## src/rtl/rgb_led_arbiter.sv

```systemverilog
// rgb_led_arbiter: shares the RGB LED between NUM_REQ sources (fixed priority, min hold).
// Build option RGB_PWM_DIM_EN adds a 4-bit duty input for PWM dimming.
module rgb_led_arbiter #(
    parameter int NUM_REQ  = 4,
    parameter int TICK_DIV = 48000,
    parameter int HOLD_MS  = 250,
    parameter int BLINK_MS = 500
) (
    input  logic                 clk,
    input  logic                 rst_n,
    input  logic [NUM_REQ-1:0]   req,
    input  logic [3*NUM_REQ-1:0] color,
    input  logic [NUM_REQ-1:0]   blink,
`ifdef RGB_PWM_DIM_EN
    input  logic [3:0]           duty,
`endif
    output logic [NUM_REQ-1:0]   grant,
    output logic                 busy,
    output logic                 led_red_pwm,
    output logic                 led_green_pwm,
    output logic                 led_blue_pwm
);

    localparam int IW = $clog2(NUM_REQ);
    localparam int TW = (TICK_DIV > 1) ? $clog2(TICK_DIV) : 1;
    localparam int HW = $clog2(HOLD_MS + 1);
    localparam int BW = (BLINK_MS > 1) ? $clog2(BLINK_MS) : 1;

    localparam logic [TW-1:0] TICK_LAST  = TW'(TICK_DIV - 1);
    localparam logic [HW-1:0] HOLD_LAST  = HW'(HOLD_MS);
    localparam logic [BW-1:0] BLINK_LAST = BW'(BLINK_MS - 1);

    localparam logic [0:0] IDLE  = 1'b0;
    localparam logic [0:0] GRANT = 1'b1;

    logic [0:0]         state, st_n;
    logic [IW-1:0]      gidx, g_n, win;
    logic               any;
    logic [TW-1:0]      tick_cnt;
    logic               tick;
    logic [HW-1:0]      hold_cnt, hold_n;
    logic [BW-1:0]      blink_cnt, bc_n;
    logic               phase, ph_n;
    logic               load;
    logic [NUM_REQ-1:0] grant_n;
    logic [2:0]         col_sel, led_n, led_q;
    logic               dim_on;

    assign tick = (tick_cnt == TICK_LAST);

    // Lowest set index wins; this also finds the lowest preempting requester.
    always_comb begin
        win = '0;
        any = 1'b0;
        for (int i = NUM_REQ - 1; i >= 0; i--) begin
            if (req[i]) begin
                win = IW'(i);
                any = 1'b1;
            end
        end
    end

    always_comb begin
        st_n   = state;
        g_n    = gidx;
        hold_n = hold_cnt;
        bc_n   = blink_cnt;
        ph_n   = phase;
        load   = 1'b0;
        if (state == IDLE) begin
            load = any;
        end else if (!req[gidx]) begin
            load = any;
            if (!any) st_n = IDLE;
        end else if (win < gidx && hold_cnt == HOLD_LAST) begin
            load = 1'b1;
        end else if (tick) begin
            if (hold_cnt != HOLD_LAST) hold_n = hold_cnt + HW'(1);
            if (blink_cnt == BLINK_LAST) begin
                bc_n = '0;
                ph_n = ~phase;
            end else begin
                bc_n = blink_cnt + BW'(1);
            end
        end
        if (load) begin
            st_n   = GRANT;
            g_n    = win;
            hold_n = '0;
            bc_n   = '0;
            ph_n   = 1'b1;
        end
    end

    // LEDs are computed from next-state values so they move with the grant.
    always_comb begin
        grant_n = '0;
        led_n   = '0;
        col_sel = color[3*int'(g_n) +: 3];
        if (st_n == GRANT) begin
            grant_n[g_n] = 1'b1;
            led_n = col_sel & {3{ph_n | ~blink[g_n]}};
        end
    end

    always_ff @(posedge clk or negedge rst_n) begin
        if (!rst_n) begin
            state     <= IDLE;
            gidx      <= '0;
            tick_cnt  <= '0;
            hold_cnt  <= '0;
            blink_cnt <= '0;
            phase     <= 1'b0;
            grant     <= '0;
            led_q     <= '0;
        end else begin
            state     <= st_n;
            gidx      <= g_n;
            tick_cnt  <= tick ? '0 : tick_cnt + TW'(1);
            hold_cnt  <= hold_n;
            blink_cnt <= bc_n;
            phase     <= ph_n;
            grant     <= grant_n;
            led_q     <= led_n;
        end
    end

`ifdef RGB_PWM_DIM_EN
    logic [3:0] pwm_cnt;

    always_ff @(posedge clk or negedge rst_n) begin
        if (!rst_n) pwm_cnt <= '0;
        else        pwm_cnt <= pwm_cnt + 4'd1;
    end

    assign dim_on = (pwm_cnt < duty);
`else
    assign dim_on = 1'b1;
`endif

    assign busy = (state == GRANT);
    assign {led_blue_pwm, led_green_pwm, led_red_pwm} = led_q & {3{dim_on}};

endmodule

```

## config.mk

```make
export PLATFORM = sky130hd
export DESIGN_NAME = rgb_led_arbiter
export DESIGN_NICKNAME = d
export VERILOG_FILES = /design/src/rtl/rgb_led_arbiter.sv
export SDC_FILE = /design/constraint.sdc
export NUM_CORES = 1
export LEC_CHECK = 0
export ABC_AREA = 1
export CORE_ASPECT_RATIO = 0.7
export CORE_MARGIN = 4
export CORE_UTILIZATION = 35
export DETAILED_ROUTE_END_ITERATION = 8
export GPL_TIMING_DRIVEN = 0
export MAX_ROUTING_LAYER = met4
export PLACE_DENSITY = 0.61
export SYNTH_ARGS = -nofsm -noshare
export SYNTH_HDL_FRONTEND = slang
export SYNTH_SLANG_ARGS = --single-unit
```

## constraint.sdc

```tcl
create_clock -name clk -period 2.2 [get_ports clk]
set_input_delay 0.44 -clock clk [delete_from_list [all_inputs] [get_ports clk]]
set_output_delay 0.44 -clock clk [all_outputs]
set_load 0.02 [all_outputs]
```

==> results of run 1 <==
==> state kept, by name (all words and copies together) (netlist names) <==
signal	flops
blink_cnt	9
busy	1
gidx	2
grant	4
hold_cnt	8
led_q	3
phase	1
tick_cnt	16
==> cells in the mapped netlist, drive strengths merged, types with 5 or more instances <==
cell type	instances	area share
o31ai	7	0.026
dfrtp	44	0.46
nand2	80	0.13
nand3	20	0.041
inv	49	0.076
nor2	24	0.038
o21ai	8	0.020
nand4	9	0.026
xor2	8	0.029
nor3	12	0.032
a21oi	14	0.034
ha	5	0.026
==> what timing repair did <==
action,in CTS,in global routing
pin swaps,3,10
setup endpoints to repair,25,23
gates resized for setup,10,39
buffers inserted,8,7
gates cloned,0,0
==> path summary, 6_finish.rpt <==
path	slack, ps	end
worst max-delay path	80	blink_cnt[2]$_DFFE_PN0P_
worst min-delay path	70	tick_cnt[15]$_DFF_PN0_
worst max register to register	90	blink_cnt[3]$_DFFE_PN0P_
worst min register to register	520	tick_cnt[2]$_DFF_PN0_
max in group asynchronous	1640	tick_cnt[2]$_DFF_PN0_
min in group clk	520	tick_cnt[2]$_DFF_PN0_
==> metal layers <==
layer  track usage  vias to the layer above  routed length, um  part of all wire
met3        0.0299                        2                264             0.050
li1              -                     1080                  -                 -
met5             -                        -                  0                 0
met2         0.193                       52               2230              0.43
met1         0.204                      934               2720              0.52
met4        0.0345                        0                 28            0.0053
==> power breakdown <==
part / internal, mW / switching, mW
combinational: 0.658 / 0.891
clock: 0.251 / 0.276
sequential: 0.935 / 0.0750
==> cell families (layout without fill, tap and decap cells) <==
| kind of cell | after synthesis | count (layout) | share of synthesized area |
|---|---|---|---|
| and+or+nand+nor | 151 | 151 | 0.285 |
| buffers and inverters | 52 | 105 | 0.0887 |
| DFF | 44 | 44 | 0.456 |
| AOI/OAI and AO/OA | 38 | 38 | 0.108 |
| xor gates and xnor gates | 10 | 10 | 0.0363 |
| adders and majority gates | 5 | 5 | 0.0259 |
==> stage by stage <==
| step | power [mW] | setup slack, ps | instances | hold WS (ps) | TNS, ps |
|---|---|---|---|---|---|
| after global placement | 2.21 | -692 | 423 | 479 | -39110 |
| after CTS | 2.96 | 13.8 | 440 | 82.0 | 0 |
| after floorplan | 1.85 | 174 | 300 | 144 | 0 |
| after global routing | 3.34 | -54.0 | 447 | 108 | -153 |
| final | 3.09 | 77.1 | 447 | 74.5 | 0 |
| after detailed placement | 2.23 | -739 | 424 | 405 | -15010 |
==> final cells by class <==
type	count	area [um^2]	area share
Clock buffer	6	82.6	0.0259
Tap cell	94	118	0.0369
Sequential cell	44	1100	0.346
Multi-Input combinational cell	204	1230	0.387
Inverter	49	186	0.0585
Buffer	3	30.0	0.00942
Clock inverter	2	10.0	0.00314
Timing Repair Buffer	45	425	0.133
==> out/qor.txt, run 1 <==
Area Overhead vs Synth: 32.2%
most used cell, CP: nand2_1
crit path from: req[0]
Yosys reg bits: 44
Routed Antenna Nets: 0
crit-path max FO: 10
DP Area: 0.00284 mm^2
worst IR drop on VDD: 457 uV
Filler cells: 643
drt total wl: 5.25 mm
maximum root-to-sink buffer count: 2
CTS root buf: clkbuf_8
die area: 0.00831 mm^2
antenna violations before repair: 0
diodes inserted: 0
Crit. End Element: flip-flop
Post-synth ARST share: 1.00
utilization after layout: 0.474
nets: 379
Pleak: 1.57 nW
overall fraction of global-route tracks in use: 0.138
cells along the critical path: dlygate4sd2_1 -> nor3_4 -> ha_1 -> nand2_1 -> nand2_1 -> nand2_2 -> nand2_4 -> inv_2 -> o21ai_1 -> inv_1 -> a211oi_1
grt total ovfl: 0
Tightest Pin Transition: 735 ps
worst min path class: input pin to asynchronous set/reset pin
r2r startpoint: tick_cnt[0]$_DFF_PN0_
htree depth: 2
share of post-route cells with drive strength above 1: 0.207
Sink Count: 44
core region area: 0.00673 mm^2
WP data arrival: 2320 ps
kind of critical path: input pin to flip-flop
1st-iter DRT viols: 94
most frequent cells in the layout: nand2_1 (72), dfrtp_1 (43), inv_1 (38), clkdlybuf4s50_1 (24), nand3_1 (20)
RSZ-0062 raised after global routing: yes
Critical-path top delay cell: dlygate4sd2_1
sequential area share after synthesis: 0.456
Layout Skew: 3.86 ps
worst relative slew slack: 0.505
TritonCTS clock tree: built
Die X: 107 um
clock slew at reported path FFs: 80 ps
CP startpoint kind: input pin
die height: 77.5 um
Post-synth EDFFs: 0
vias in the first global route: 2007
row count: 25
WL per Instance: 11.7 um
reg2reg path depth: 10
largest net degree at the start of global routing: 28
Final HPWL DP: 3.66 mm
final setup violation count: 0
Num CTS Buffers: 5
vias per cell: 4.63
DR pass1 iterations: 7
WP data required: 2400 ps
CP bufs+invs: 3
Mapped Cells: 300
I/O pin cnt: 30
Slew Viols, Final: 0
count of different cell masters after synthesis: 36
Fmax: 0.471 GHz
Final period util: 0.965
Crit path depth: 11
MaxCap Viol Count: 0
PwrDens: 968 mW/mm^2
Initial Util: 0.359
first-pass GRT wire length: 9.23 mm
Mean Syn Cell Area: 8.04 um^2
worst skew pair latency: 290 ps
Hold Fails Final Rpt: 0
drc violations: 0
status: complete, no violations
GPL Wtd Cong: 0.861
area of the mapped netlist: 0.00241 mm^2
Post-synth top flop: dfrtp_1
IO Port Bufs: 29
Hold Buf Count CTS: 0
cell family with most CP delay: buffers and inverters
max incr delay on CP: 350 ps
most common cell after layout, fill and taps aside: nand2_1
post-synthesis net count: 327
DR vias: 2068
Final Critical Period: 2120 ps
yosys warns: 0
design area: 0.00319 mm^2
Power figures use the tool's default switching activity.
==> run 2: changes to the inputs <==
ABC_CLOCK_PERIOD_IN_PS = 2200   (was unset)
PLACE_DENSITY = 0.64   (was 0.61)
==> run 2 against run 1 <==
  * Via count is 0.97% lower
  * Final cell count is 1.3% lower
  * First-iteration DRC count is 23% higher
  * Global-route usage is 0.070 points higher
  * Critical path type is now flip-flop to flip-flop
  * Largest cell class unchanged
==> out/qor.txt, run 2 (same netlist as run 1, synthesis figures left out) <==
design area: 0.00310 mm^2
Final HPWL DP: 3.73 mm
final worst slack: 111 ps
DP Area: 0.00284 mm^2
Sw Pwr: 1.20 mW
Area Overhead vs Synth: 28.4%
Pwr Total: 3.04 mW
Layout Skew: 7.79 ps
GPL Wtd Cong: 0.861
1st-iter DRT viols: 116
Sink Count: 44
maximum root-to-sink buffer count: 2
antenna violations before repair: 0
Pleak: 1.49 nW
nets: 373
DR vias: 2048
Final period util: 0.950
pre-CTS setup slack: -696 ps
largest registers: tick_cnt x16, blink_cnt x9, hold_cnt x8
Slew Viols, Final: 0
drt total wl: 5.10 mm
Most flops, register: tick_cnt
most common cell after layout, fill and taps aside: nand2_1
CP startpoint kind: flip-flop
Hold Buf Count CTS: 0
WP data arrival: 2250 ps
final setup violation count: 0
TritonCTS clock tree: built
M1 GR Usage: 0.184
Die X: 107 um
grt total ovfl: 0
die area: 0.00831 mm^2
WL per Instance: 11.6 um
Num CTS Buffers: 5
GR met3 Demand/Resource: 0.0324
grt met2 use: 0.212
Routed Antenna Nets: 0
core region area: 0.00673 mm^2
share of post-route cells with drive strength above 1: 0.167
Logic pwr share: 0.463
diodes inserted: 0
WP data required: 2360 ps
largest net degree at the start of global routing: 32
crit-path max FO: 5
IO Port Bufs: 29
worst IR drop on VDD: 706 uV
htree depth: 2
Non-Filler Instances: 441
hold slack: 33.6 ps
Initial Util: 0.359
vias in the first global route: 2030
first-pass GRT wire length: 9.10 mm
worst relative slew slack: 0.466
Hold Fails Final Rpt: 0
Int Power: 1.84 mW
overall fraction of global-route tracks in use: 0.139
gr busiest metal: met2
drc violations: 0
CTS root buf: clkbuf_8
MaxCap Viol Count: 0
kind of critical path: flip-flop to flip-flop
utilization after layout: 0.460
share of power burned in registers: 0.333
row count: 25
Tightest Pin Transition: 793 ps
placed insts: 424
final setup TNS: 0 ps
Crit. End Element: flip-flop
I/O pin cnt: 30
worst min path class: input pin to asynchronous set/reset pin
Net Sw Frac: 0.394
status: complete, no violations
worst skew pair latency: 300 ps
PwrDens: 981 mW/mm^2
vias per cell: 4.64
max reg flops: 16
Fmax: 0.479 GHz
Final Critical Period: 2090 ps
die height: 77.5 um
clock slew at reported path FFs: 90 ps
clock share of power: 0.204
DR pass1 iterations: 4
most frequent cells in the layout: nand2_1 (74), dfrtp_1 (44), inv_1 (40), clkdlybuf4s50_1 (24), nand3_1 (20)
==> run 2: cell types whose count changed in the layout (fill, tap and decap cells not counted), moves of 2 or more <==
cell / delta
o31ai_2: -2
inv_2: -2
o31ai_1: +2
nand2_1: +2
inv_1: +2
buf_4: -5
nand2_2: -2
ha_4: -2
==> run 2: final timing paths <==
path,start,to,cells past startpoint,slack [ps]
hold / removal,rst_n,tick_cnt[12]$_DFF_PN0_,1,30
min in group clk,blink_cnt[6]$_DFFE_PN0P_,blink_cnt[6]$_DFFE_PN0P_,2,520
max in group asynchronous,rst_n,tick_cnt[0]$_DFF_PN0_,2,1690
hold reg to reg,blink_cnt[6]$_DFFE_PN0P_,blink_cnt[6]$_DFFE_PN0P_,2,520
setup reg to reg,tick_cnt[1]$_DFF_PN0_,blink_cnt[3]$_DFFE_PN0P_,10,110
setup / recovery,tick_cnt[1]$_DFF_PN0_,blink_cnt[3]$_DFFE_PN0P_,10,110
==> run 2: layer usage <==
metal | wire (um) | up-vias
met5 | 0 | -
met2 | 2150 | 44
li1 | - | 1064
met3 | 243 | 6
met1 | 2620 | 934
met4 | 77 | 0
==> run 2: timing repair <==
action,CTS,global route
setup endpoints to repair,25,22
cloned,0,1
endpoints found under the hold margin,0,0
setup buffers,2,6
pin swaps,1,6
gates resized for setup,12,26
==> run 2: final cells by class <==
| class | count | area, um^2 |
|---|---|---|
| Fill cell | 661 | 3630 |
| Multi-Input combinational cell | 204 | 1180 |
| Sequential cell | 44 | 1100 |
| Timing Repair Buffer | 39 | 365 |
| Inverter | 49 | 186 |
| Tap cell | 94 | 118 |
| Clock buffer | 6 | 72.6 |
| Clock inverter | 2 | 35.0 |
| Buffer | 3 | 33.8 |
==> run 2: power by group through the flow <==
| stage | logic [mW] | registers (mW) | clock network, mW |
|---|---|---|---|
| after floorplan | 0.757 | 1.09 | 0 |
| after global placement | 1.18 | 1.02 | 0 |
| after detailed placement | 1.20 | 1.02 | 0 |
| after CTS | 1.28 | 1.01 | 0.645 |
| after global routing | 1.58 | 1.03 | 0.683 |
| final | 1.41 | 1.01 | 0.621 |
==> run 2: critical path, stage by stage (launching register included) <==
cell and delay [ps]:
dfrtp_1 390, ha_2 210, nand2_1 100, nor2_4 140, nand4_4 120, nor3_2 160
inv_1 130, a21oi_4 280, o21ai_1 150, inv_1 190, a211oi_1 70
==> run 3: changes to the inputs <==
HOLD_SLACK_MARGIN = 0.1   (was unset)
==> run 3 against run 2 <==
  * Via count barely moved
  * Final area rose by 0.32%
  * Core utilization rose by 0.15 points
==> out/qor.txt, run 3 (same netlist as run 1, synthesis figures left out) <==
status: complete, no violations
1st-iter DRT viols: 131
die area: 0.00831 mm^2
utilization after layout: 0.462
crit-path max FO: 5
Fmax: 0.479 GHz
crit path from: tick_cnt[1]$_DFF_PN0_
pre-CTS setup slack: -696 ps
Most flops, register: tick_cnt
Hold Fails Final Rpt: 0
overall fraction of global-route tracks in use: 0.139
Crit. End Element: flip-flop
Num CTS Buffers: 5
Final Critical Period: 2090 ps
most used cell, CP: inv_1
kind of critical path: flip-flop to flip-flop
WL per Instance: 11.5 um
antenna violations before repair: 0
diodes inserted: 0
die height: 77.5 um
worst IR drop on VDD: 706 uV
max incr delay on CP: 390 ps
TritonCTS clock tree: built
PwrDens: 978 mW/mm^2
r2r endpoint: blink_cnt[3]$_DFFE_PN0P_
DR pass1 iterations: 4
Filler cells: 660
MaxCap Viol Count: 0
CP startpoint kind: flip-flop
row count: 25
Die X: 107 um
share of post-route cells with drive strength above 1: 0.167
final setup violation count: 0
first-pass GRT wire length: 9.11 mm
worst min path class: flip-flop to flip-flop
IO Port Bufs: 29
reg2reg path depth: 10
maximum root-to-sink buffer count: 2
grt total ovfl: 0
DR vias: 2050
hold slack: 524 ps
Final HPWL DP: 3.73 mm
Routed Antenna Nets: 0
htree depth: 2
I/O pin cnt: 30
r2r startpoint: tick_cnt[1]$_DFF_PN0_
Area Overhead vs Synth: 28.8%
WP data arrival: 2250 ps
worst setup path end: blink_cnt[3]$_DFFE_PN0P_
max reg flops: 16
Layout Skew: 7.79 ps
CTS root buf: clkbuf_8
vias per cell: 4.64
final worst slack: 111 ps
Initial Util: 0.359
GPL Wtd Cong: 0.861
most common cell after layout, fill and taps aside: nand2_1
Pleak: 1.50 nW
Pwr Total: 3.04 mW
Tightest Pin Transition: 793 ps
Critical-path top delay cell: dfrtp_1
Slew Viols, Final: 0
core region area: 0.00673 mm^2
drc violations: 0
nets: 374
Sink Count: 44
largest registers: tick_cnt x16, blink_cnt x9, hold_cnt x8
Final period util: 0.950
worst skew pair latency: 300 ps
worst relative slew slack: 0.466
largest net degree at the start of global routing: 32
cells along the critical path: ha_2 -> nand2_1 -> nor2_4 -> nand4_4 -> nor3_2 -> inv_1 -> a21oi_4 -> o21ai_1 -> inv_1 -> a211oi_1
vias in the first global route: 2033
clock slew at reported path FFs: 90 ps
WP data required: 2360 ps
most frequent cells in the layout: nand2_1 (74), dfrtp_1 (44), inv_1 (40), clkdlybuf4s50_1 (24), nand3_1 (20)
reg2reg setup slack: 110 ps
drt total wl: 5.10 mm
## run 3: cell types whose count changed in the layout (fill, tap and decap cells not counted)
cell	change
dlygate4sd3_1	+1
## run 3: area by class of cell
class	count	area (um^2)	share of cell area
flip-flops and latches	44	1100	0.354
clock inverters	2	35.0	0.0113
multi-input cells	204	1180	0.381
inverters	49	186	0.0600
clock buffers	6	72.6	0.0234
plain buffers	3	33.8	0.0109
well taps	94	118	0.0379
repair buffers	40	375	0.121
## run 3: what timing repair did
action,4_1_cts,5_1_grt
resized for setup,12,26
hold buffers,1,0
pin swaps,1,6
cloned,0,1
setup buffers,2,6
endpoints found under the setup margin,25,22
hold endpoints to repair,13,0
## run 3: worst max-delay path, delay by kind of cell, from the launching register on
family	cells	cell delay (ps)
and+or+nand+nor	4	520
buffers and inverters	2	320
adders and majority gates	1	210
DFF	1	390
AOI/OAI and AO/OA	3	500
## run 3: report_power, final
| part | internal (mW) | leakage [nW] | switching, mW | total, mW |
|---|---|---|---|---|
| sequential | 0.935 | 0.572 | 0.0753 | 1.01 |
| clock | 0.337 | 0.0552 | 0.284 | 0.621 |
| combinational | 0.569 | 0.871 | 0.839 | 1.41 |
| total | 1.84 | 1.50 | 1.20 | 3.04 |
## run 3: per-layer routing
metal / global-route usage / wire, um
met5: - / 0
met4: 0.0460 / 77
met3: 0.0324 / 243
met2: 0.212 / 2150
met1: 0.184 / 2630
## run 3: worst min path at each step
stage                              from                  endpoint  slack [ps]  depth (start not counted)
2_1_floorplan                     rst_n  blink_cnt[0]$_DFFE_PN0P_         140                          0
3_3_place_gp      tick_cnt[0]$_DFF_PN0_     tick_cnt[0]$_DFF_PN0_         480                          1
3_5_place_dp                      rst_n    tick_cnt[13]$_DFF_PN0_         370                          1
4_1_cts           tick_cnt[0]$_DFF_PN0_     tick_cnt[0]$_DFF_PN0_         490                          1
5_1_grt        blink_cnt[6]$_DFFE_PN0P_  blink_cnt[6]$_DFFE_PN0P_         570                          2
6_report       blink_cnt[6]$_DFFE_PN0P_  blink_cnt[6]$_DFFE_PN0P_         520                          2
## run 3: metrics by stage
| step | instance area [um^2] | TNS [ps] | cells |
|---|---|---|---|
| floorplan | 2410 | 0 | 300 |
| global placement | 2820 | -38810 | 423 |
| detailed placement | 2840 | -14660 | 424 |
| CTS | 3000 | 0 | 435 |
| global route | 3110 | -166 | 442 |
| finish | 3110 | 0 | 442 |
